$ cat config.mk
export PLATFORM = sky130hd
export DESIGN_NAME = rx_frame_control
export DESIGN_NICKNAME = d
export VERILOG_FILES = /design/src/rtl/rx_pkg.sv /design/src/rtl/rx_sample_voter.sv /design/src/rtl/rx_frame_control.sv
export SDC_FILE = /design/constraint.sdc
export NUM_CORES = 1
export LEC_CHECK = 0
export CELL_PAD_IN_SITES_DETAIL_PLACEMENT = 1
export CELL_PAD_IN_SITES_GLOBAL_PLACEMENT = 2
export CORE_MARGIN = 2
export CORE_UTILIZATION = 32
export DETAILED_ROUTE_END_ITERATION = 7
export PLACE_DENSITY = 0.82
export REMOVE_ABC_BUFFERS = 1
export SLEW_MARGIN = 40
export SYNTH_ARGS = -nofsm -noshare
export SYNTH_HDL_FRONTEND = slang
export SYNTH_SLANG_ARGS = --single-unit
$ cat constraint.sdc
create_clock -name CLK -period 1.75 [get_ports CLK]
set_input_delay 0.35 -clock CLK [delete_from_list [all_inputs] [get_ports CLK]]
set_output_delay 0.35 -clock CLK [all_outputs]
set_load 0.005 [all_outputs]
$ cat src/rtl/rx_pkg.sv
// rx_pkg: shared types for the UART receive path.
//   parity_mode_e : parity option of the receiver (none / even / odd)
//   rx_state_e    : receive FSM states
//   majority3     : 2-of-3 vote used when sampling the line
package rx_pkg;

  typedef enum logic [1:0] {
    PAR_NONE,
    PAR_EVEN,
    PAR_ODD
  } parity_mode_e;

  typedef enum logic [2:0] {
    IDLE,
    START,
    DATA,
    PARITY,
    STOP
  } rx_state_e;

  function automatic logic majority3(input logic a, input logic b, input logic c);
    return (a & b) | (a & c) | (b & c);
  endfunction

endpackage

$ cat src/rtl/rx_sample_voter.sv
// rx_sample_voter: three-sample majority vote across the middle of a bit.
// Ports:
//   clk, rst    : clock and synchronous active-high reset
//   tick        : oversample strobe
//   tick_idx    : position of the current tick inside the bit period
//   sample      : synchronised line value
//   vote_valid  : high on the tick that carries the third sample
//   vote_bit    : majority of the two stored samples and the live one
module rx_sample_voter
  import rx_pkg::*;
#(
  parameter int OVERSAMPLE = 16,
  parameter int CNT_W      = $clog2(OVERSAMPLE)
) (
  input  logic             clk,
  input  logic             rst,
  input  logic             tick,
  input  logic [CNT_W-1:0] tick_idx,
  input  logic             sample,
  output logic             vote_valid,
  output logic             vote_bit
);

  localparam logic [CNT_W-1:0] IDX_A = CNT_W'(OVERSAMPLE / 2 - 1);
  localparam logic [CNT_W-1:0] IDX_B = CNT_W'(OVERSAMPLE / 2);
  localparam logic [CNT_W-1:0] IDX_C = CNT_W'(OVERSAMPLE / 2 + 1);

  logic sample_a;
  logic sample_b;

  // Capture the first two of the three mid-bit samples; the third is
  // taken live so the vote is available on the very tick it is sampled.
  always_ff @(posedge clk) begin
    if (rst) begin
      sample_a <= 1'b1;
      sample_b <= 1'b1;
    end else if (tick) begin
      if (tick_idx == IDX_A) sample_a <= sample;
      if (tick_idx == IDX_B) sample_b <= sample;
    end
  end

  assign vote_valid = tick && (tick_idx == IDX_C);
  assign vote_bit   = majority3(sample_a, sample_b, sample);

endmodule

$ cat src/rtl/rx_frame_control.sv
// rx_frame_control: oversampled UART receiver with a one-word holding register.
// Ports:
//   CLK, RST     : clock and synchronous active-high reset
//   BAUD_TICK    : one-cycle strobe at OVERSAMPLE x baud rate
//   RXD          : asynchronous serial input, idle high
//   RXACK        : consumer pops the holding register
//   RXDATA       : held word, LSB was first on the line
//   RXRDY        : holding register valid
//   RXEN         : frame in progress
//   PARITY_ERR   : parity mismatch on the held word
//   FRAME_ERR    : a stop bit of the held word was low
//   OVERRUN_ERR  : a word was overwritten before being acknowledged
module rx_frame_control
  import rx_pkg::*;
#(
  parameter int           DATA_BITS   = 8,
  parameter int           OVERSAMPLE  = 16,
  parameter parity_mode_e PARITY_MODE = PAR_NONE,
  parameter int           STOP_BITS   = 1
) (
  input  logic                 CLK,
  input  logic                 RST,
  input  logic                 BAUD_TICK,
  input  logic                 RXD,
  input  logic                 RXACK,
  output logic [DATA_BITS-1:0] RXDATA,
  output logic                 RXRDY,
  output logic                 RXEN,
  output logic                 PARITY_ERR,
  output logic                 FRAME_ERR,
  output logic                 OVERRUN_ERR
);

  localparam int TICK_W = $clog2(OVERSAMPLE);
  localparam int BIT_W  = $clog2(DATA_BITS + 1);
  localparam logic [TICK_W-1:0] LAST_TICK  = TICK_W'(OVERSAMPLE - 1);
  localparam logic [BIT_W-1:0]  LAST_DATA  = BIT_W'(DATA_BITS - 1);
  localparam logic [BIT_W-1:0]  LAST_STOP  = BIT_W'(STOP_BITS - 1);
  localparam logic              PAR_INVERT = (PARITY_MODE == PAR_ODD);

  rx_state_e            state;
  logic                 sync_meta;
  logic                 sync_line;
  logic                 armed;
  logic [TICK_W-1:0]    tick_cnt;
  logic [BIT_W-1:0]     bit_cnt;
  logic [DATA_BITS-1:0] shift_reg;
  logic                 bit_val;
  logic                 parity_bad;
  logic                 frame_bad;
  logic                 vote_valid;
  logic                 vote_bit;
  logic                 bit_end;
  logic                 commit;

  // Two-flop synchroniser; resets to the idle-high line level.
  always_ff @(posedge CLK) begin
    if (RST) begin
      sync_meta <= 1'b1;
      sync_line <= 1'b1;
    end else begin
      sync_meta <= RXD;
      sync_line <= sync_meta;
    end
  end

  rx_sample_voter #(
    .OVERSAMPLE (OVERSAMPLE),
    .CNT_W      (TICK_W)
  ) u_voter (
    .clk        (CLK),
    .rst        (RST),
    .tick       (BAUD_TICK),
    .tick_idx   (tick_cnt),
    .sample     (sync_line),
    .vote_valid (vote_valid),
    .vote_bit   (vote_bit)
  );

  // A bit period ends on its last tick; the frame commits at the end of
  // the final stop bit, which is also where the FSM drops back to IDLE.
  always_comb begin
    bit_end = BAUD_TICK && (tick_cnt == LAST_TICK);
    commit  = (state == STOP) && bit_end && (bit_cnt == LAST_STOP);
  end

  // Receive FSM. 'armed' records that the line has been seen high while
  // idle or in a stop bit, so a start needs a genuine high-to-low change.
  // That keeps a held break from retriggering and still lets a start bit
  // that begins right at the stop-bit boundary be caught in the first
  // IDLE cycle after commit.
  always_ff @(posedge CLK) begin
    if (RST) begin
      state      <= IDLE;
      tick_cnt   <= '0;
      bit_cnt    <= '0;
      shift_reg  <= '0;
      bit_val    <= 1'b1;
      parity_bad <= 1'b0;
      frame_bad  <= 1'b0;
      armed      <= 1'b0;
    end else begin
      if (BAUD_TICK && (state != IDLE))
        tick_cnt <= (tick_cnt == LAST_TICK) ? '0 : tick_cnt + 1'b1;
      if (vote_valid && (state != IDLE))
        bit_val <= vote_bit;
      if (sync_line && ((state == IDLE) || (state == STOP)))
        armed <= 1'b1;

      unique case (state)
        IDLE: begin
          if (armed && !sync_line) begin
            state      <= START;
            tick_cnt   <= '0;
            bit_cnt    <= '0;
            armed      <= 1'b0;
            parity_bad <= 1'b0;
            frame_bad  <= 1'b0;
          end
        end
        START: begin
          if (vote_valid && vote_bit) begin
            state    <= IDLE;
            tick_cnt <= '0;
          end else if (bit_end) begin
            state <= DATA;
          end
        end
        DATA: begin
          if (bit_end) begin
            shift_reg <= {bit_val, shift_reg[DATA_BITS-1:1]};
            if (bit_cnt == LAST_DATA) begin
              bit_cnt <= '0;
              state   <= (PARITY_MODE == PAR_NONE) ? STOP : PARITY;
            end else begin
              bit_cnt <= bit_cnt + 1'b1;
            end
          end
        end
        PARITY: begin
          if (bit_end) begin
            parity_bad <= (bit_val != ((^shift_reg) ^ PAR_INVERT));
            state      <= STOP;
          end
        end
        STOP: begin
          if (bit_end) begin
            if (!bit_val) frame_bad <= 1'b1;
            if (bit_cnt == LAST_STOP) begin
              bit_cnt <= '0;
              state   <= IDLE;
            end else begin
              bit_cnt <= bit_cnt + 1'b1;
            end
          end
        end
        default: state <= IDLE;
      endcase
    end
  end

  // Holding register. A commit always wins over an acknowledge in the same
  // cycle: the new word is loaded, RXRDY stays set and OVERRUN_ERR is only
  // raised when the old word was still unread and not being popped.
  always_ff @(posedge CLK) begin
    if (RST) begin
      RXDATA      <= '0;
      RXRDY       <= 1'b0;
      PARITY_ERR  <= 1'b0;
      FRAME_ERR   <= 1'b0;
      OVERRUN_ERR <= 1'b0;
    end else if (commit) begin
      RXDATA     <= shift_reg;
      PARITY_ERR <= parity_bad;
      FRAME_ERR  <= frame_bad | ~bit_val;
      RXRDY      <= 1'b1;
      if (RXRDY && !RXACK) OVERRUN_ERR <= 1'b1;
    end else if (RXACK && RXRDY) begin
      RXRDY       <= 1'b0;
      OVERRUN_ERR <= 1'b0;
    end
  end

  assign RXEN = (state != IDLE);

endmodule
==> impl_metrics.csv <==
group,metric,value,unit
synth,ys_seq_elements,39,
drt,antenna_left,0,
floorplanning,die_w,81.5,um
power,p_switching,0.000492,W
clock_tree,cts_tree,"built",
clock_tree,clock_latency,300,ps
grt,antenna_found_initial,0,
sta,grt_setup_unrepaired,"yes",
floorplanning,fp.dieH,81.5,um
critical_path,worstPathMaxFanout,5,
layout,layout.nets,269,
place,gp_congestion,0.773,
critical_path,rr_worst_depth,7,
synth,synth_flop_cell,"dfxtp_1",
synth,synth_cells,210,
place,hpwl,3730,um
drt,routedWlPerCell,16.4,um
sta,fin_ws,44.2,ps
sta,fin_setup_tns,0,ps
synth,yosys_warnings,0,
sta,report.final.slew_viol_count,0,
drt,viasPerCell,5.16,
grt,track_usage,17.0,%
sta,worst_pin_slew,429,ps
clock_tree,cts_buffer_depth,2,
sta,fin_skew,4.16,ps
critical_path,endpoint_kind,"register",
critical_path,cp.arrival,1890,ps
sta,holdWs,414,ps
clock_tree,cts_hold_buf,0,
layout,syn_to_final_growth,36.8,%
critical_path,path_class,"register to register",
worst_hold_path,hold_depth,1,
clock_tree,clockRootBuffer,"clkbuf_8",
sta,setup_viol,0,
sta,slew_headroom,71.1,%
worst_hold_path,hp-start,"sync_meta",
synth,synth_area,0.00192,sq mm
clock_tree,cts-buffers-inserted,5,
grt,grt_first_pass_wirelength,8520,um
place,io_buffers,17,
synth,synth.distinct_cells,52,
synth,synthArstFlopShare,0,%
power,p_leak,1.04,nW
floorplanning,core,0.00585,sq mm
floorplanning,initial_core_util,32.8,%
critical_path,r2r_start,"tick_cnt[1]",
grt,grt-ovfl-total,0,
clock_tree,cts-htree-levels,2,
grt,grt_max_degree,19,
power,p_per_area,676,mW/mm^2
power,internal_power,0.00129,W
clock_tree,cts.sinks,39,
sta,period_share,97.5,%
layout,antenna_cells,0,
worst_hold_path,hp-class,"register to register",
critical_path,crit_start,"tick_cnt[1]",
floorplanning,die-area,0.00664,sq mm
power,sw_frac_of_total,27.7,%
synth,synth_edf_count,0,
grt,grt_pass1_vias,1767,
power,pwr-share-clk,35.5,%
status,status,"finished clean",
layout,fin_util,44.9,%
sta,hold_violations,0,
sta,min_period,1710,ps
power,vdd_drop_max,0.322,mV
drt,routed_wl,5510,um
layout,drive_gt1_share,28.8,%
power,power.total,0.00178,W
drt,drt_pass1_iterations,4,
drt,vias,1727,
drt,drc,0,
floorplanning,fp-row-count,28,
critical_path,startpoint_type,"register",
clock_tree,clk_pin_slew,80,ps
flow_run,cap_viol_max_count,0,
power,sequentialPowerShare,51.3,%
place,pre_cts_ws,-361,ps
drt,drtIter0Drc,68,
synth,yosysSeqAreaShare,40.6,%
sta,timing.fmax,586,MHz
critical_path,crit_required,1930,ps
floorplanning,io_pins,18,
synth,avgSynthCellArea,9.15,sq um
power,combPwrFrac,13.2,%
==> cell type report <==
type,count,area (sq um)
multi-input cells,149,1170
inverters,10,37.5
flip-flops and latches,39,792
fillers,662,3220
repair buffers,54,449
clock buffers,6,72.6
well taps,75,93.8
clock inverters,2,12.5
==> Yosys cell counts, types with 2 or more instances <==
cell type	count	area [sq um]
dfxtp_1	39	781
nor2_1	24	90.1
mux2i_1	17	170
a21oi_1	11	55.1
nand2_1	10	37.5
inv_1	9	33.8
nand3_1	8	40.0
clkbuf_1	7	26.3
nor3_1	6	30.0
ha_1	5	62.6
nand2b_1	5	31.3
o31ai_1	5	37.5
xnor2_1	5	43.8
buf_2	4	20.0
nor3b_1	3	22.5
o32ai_1	3	26.3
a21boi_0	2	15.0
a221oi_1	2	17.5
a31oi_1	2	12.5
nand4_1	2	12.5
nand4b_1	2	17.5
o211ai_1	2	15.0
o21a_1	2	15.0
o21ai_0	2	10.0
o311ai_0	2	17.5
o41ai_1	2	17.5
or2_2	2	12.5
or4_1	2	15.0
or4b_1	2	20.0
==> critical path: stages, from the launching register on <==
cell and delay, ps:
dfxtp_2 370, ha_4 170, nand4_4 100, buf_4 180, o21a_1 180, o41ai_2 360, buf_4 180, a21oi_1 40
==> path summary, 6_finish.rpt <==
kind | to | slack, ps
max | bit_cnt[0] | 40
min | sync_line | 410
max reg2reg | bit_cnt[0] | 40
min reg2reg | sync_line | 410
==> repair_timing <==
| action | in CTS | in global routing |
|---|---|---|
| setup endpoints to repair | 6 | 14 |
| buffers inserted | 2 | 1 |
| pin swaps | 2 | 9 |
| gates resized for setup | 15 | 22 |
==> per-layer routing <==
layer	global-route usage (%)	wire, um	vias to the layer above
met2	26.9	2710	18
li1	-	-	863
met1	22.5	2620	840
met5	0	0	-
met3	4.18	113	6
met4	6.44	68	0
==> per-stage QoR <==
| stage | instances | cell area (sq um) |
|---|---|---|
| finish | 335 | 2630 |
| detailed placement | 325 | 2400 |
| floorplan | 198 | 1870 |
| global route | 335 | 2630 |
| global placement | 325 | 2400 |
| CTS | 335 | 2530 |
==> power groups by stage <==
stage               sequential [W]  combinational, W  clock [W]
floorplan                 0.000935         0.0000770          0
global placement          0.000929          0.000192          0
detailed placement        0.000929          0.000195          0
CTS                       0.000911          0.000211   0.000641
global route              0.000915          0.000255   0.000676
finish                    0.000913          0.000234   0.000631
==> logic make-up after synthesis <==
family / after synthesis / synth area share (%)
buffers and inverters: 22 / 4.62
and+or+nand+nor: 76 / 22.1
AOI/OAI and AO/OA: 43 / 16.0
muxes: 17 / 8.85
DFF: 39 / 40.6
adders and majority gates: 7 / 4.36
xor gates and xnor gates: 6 / 3.45
==> placed cells by master, fill, tap and decap left out, drive strengths merged, types with 5 or more instances in the layout <==
cell type,n
xnor2,5
nand2,10
nor2,24
inv,9
mux2i,17
a21oi,11
o31ai,5
buf,37
nor3,7
dfxtp,39
nand2b,5
nand3,8
clkdlybuf4s50,15
clkbuf,6
ha,5
(Power assumes the default switching activity.)
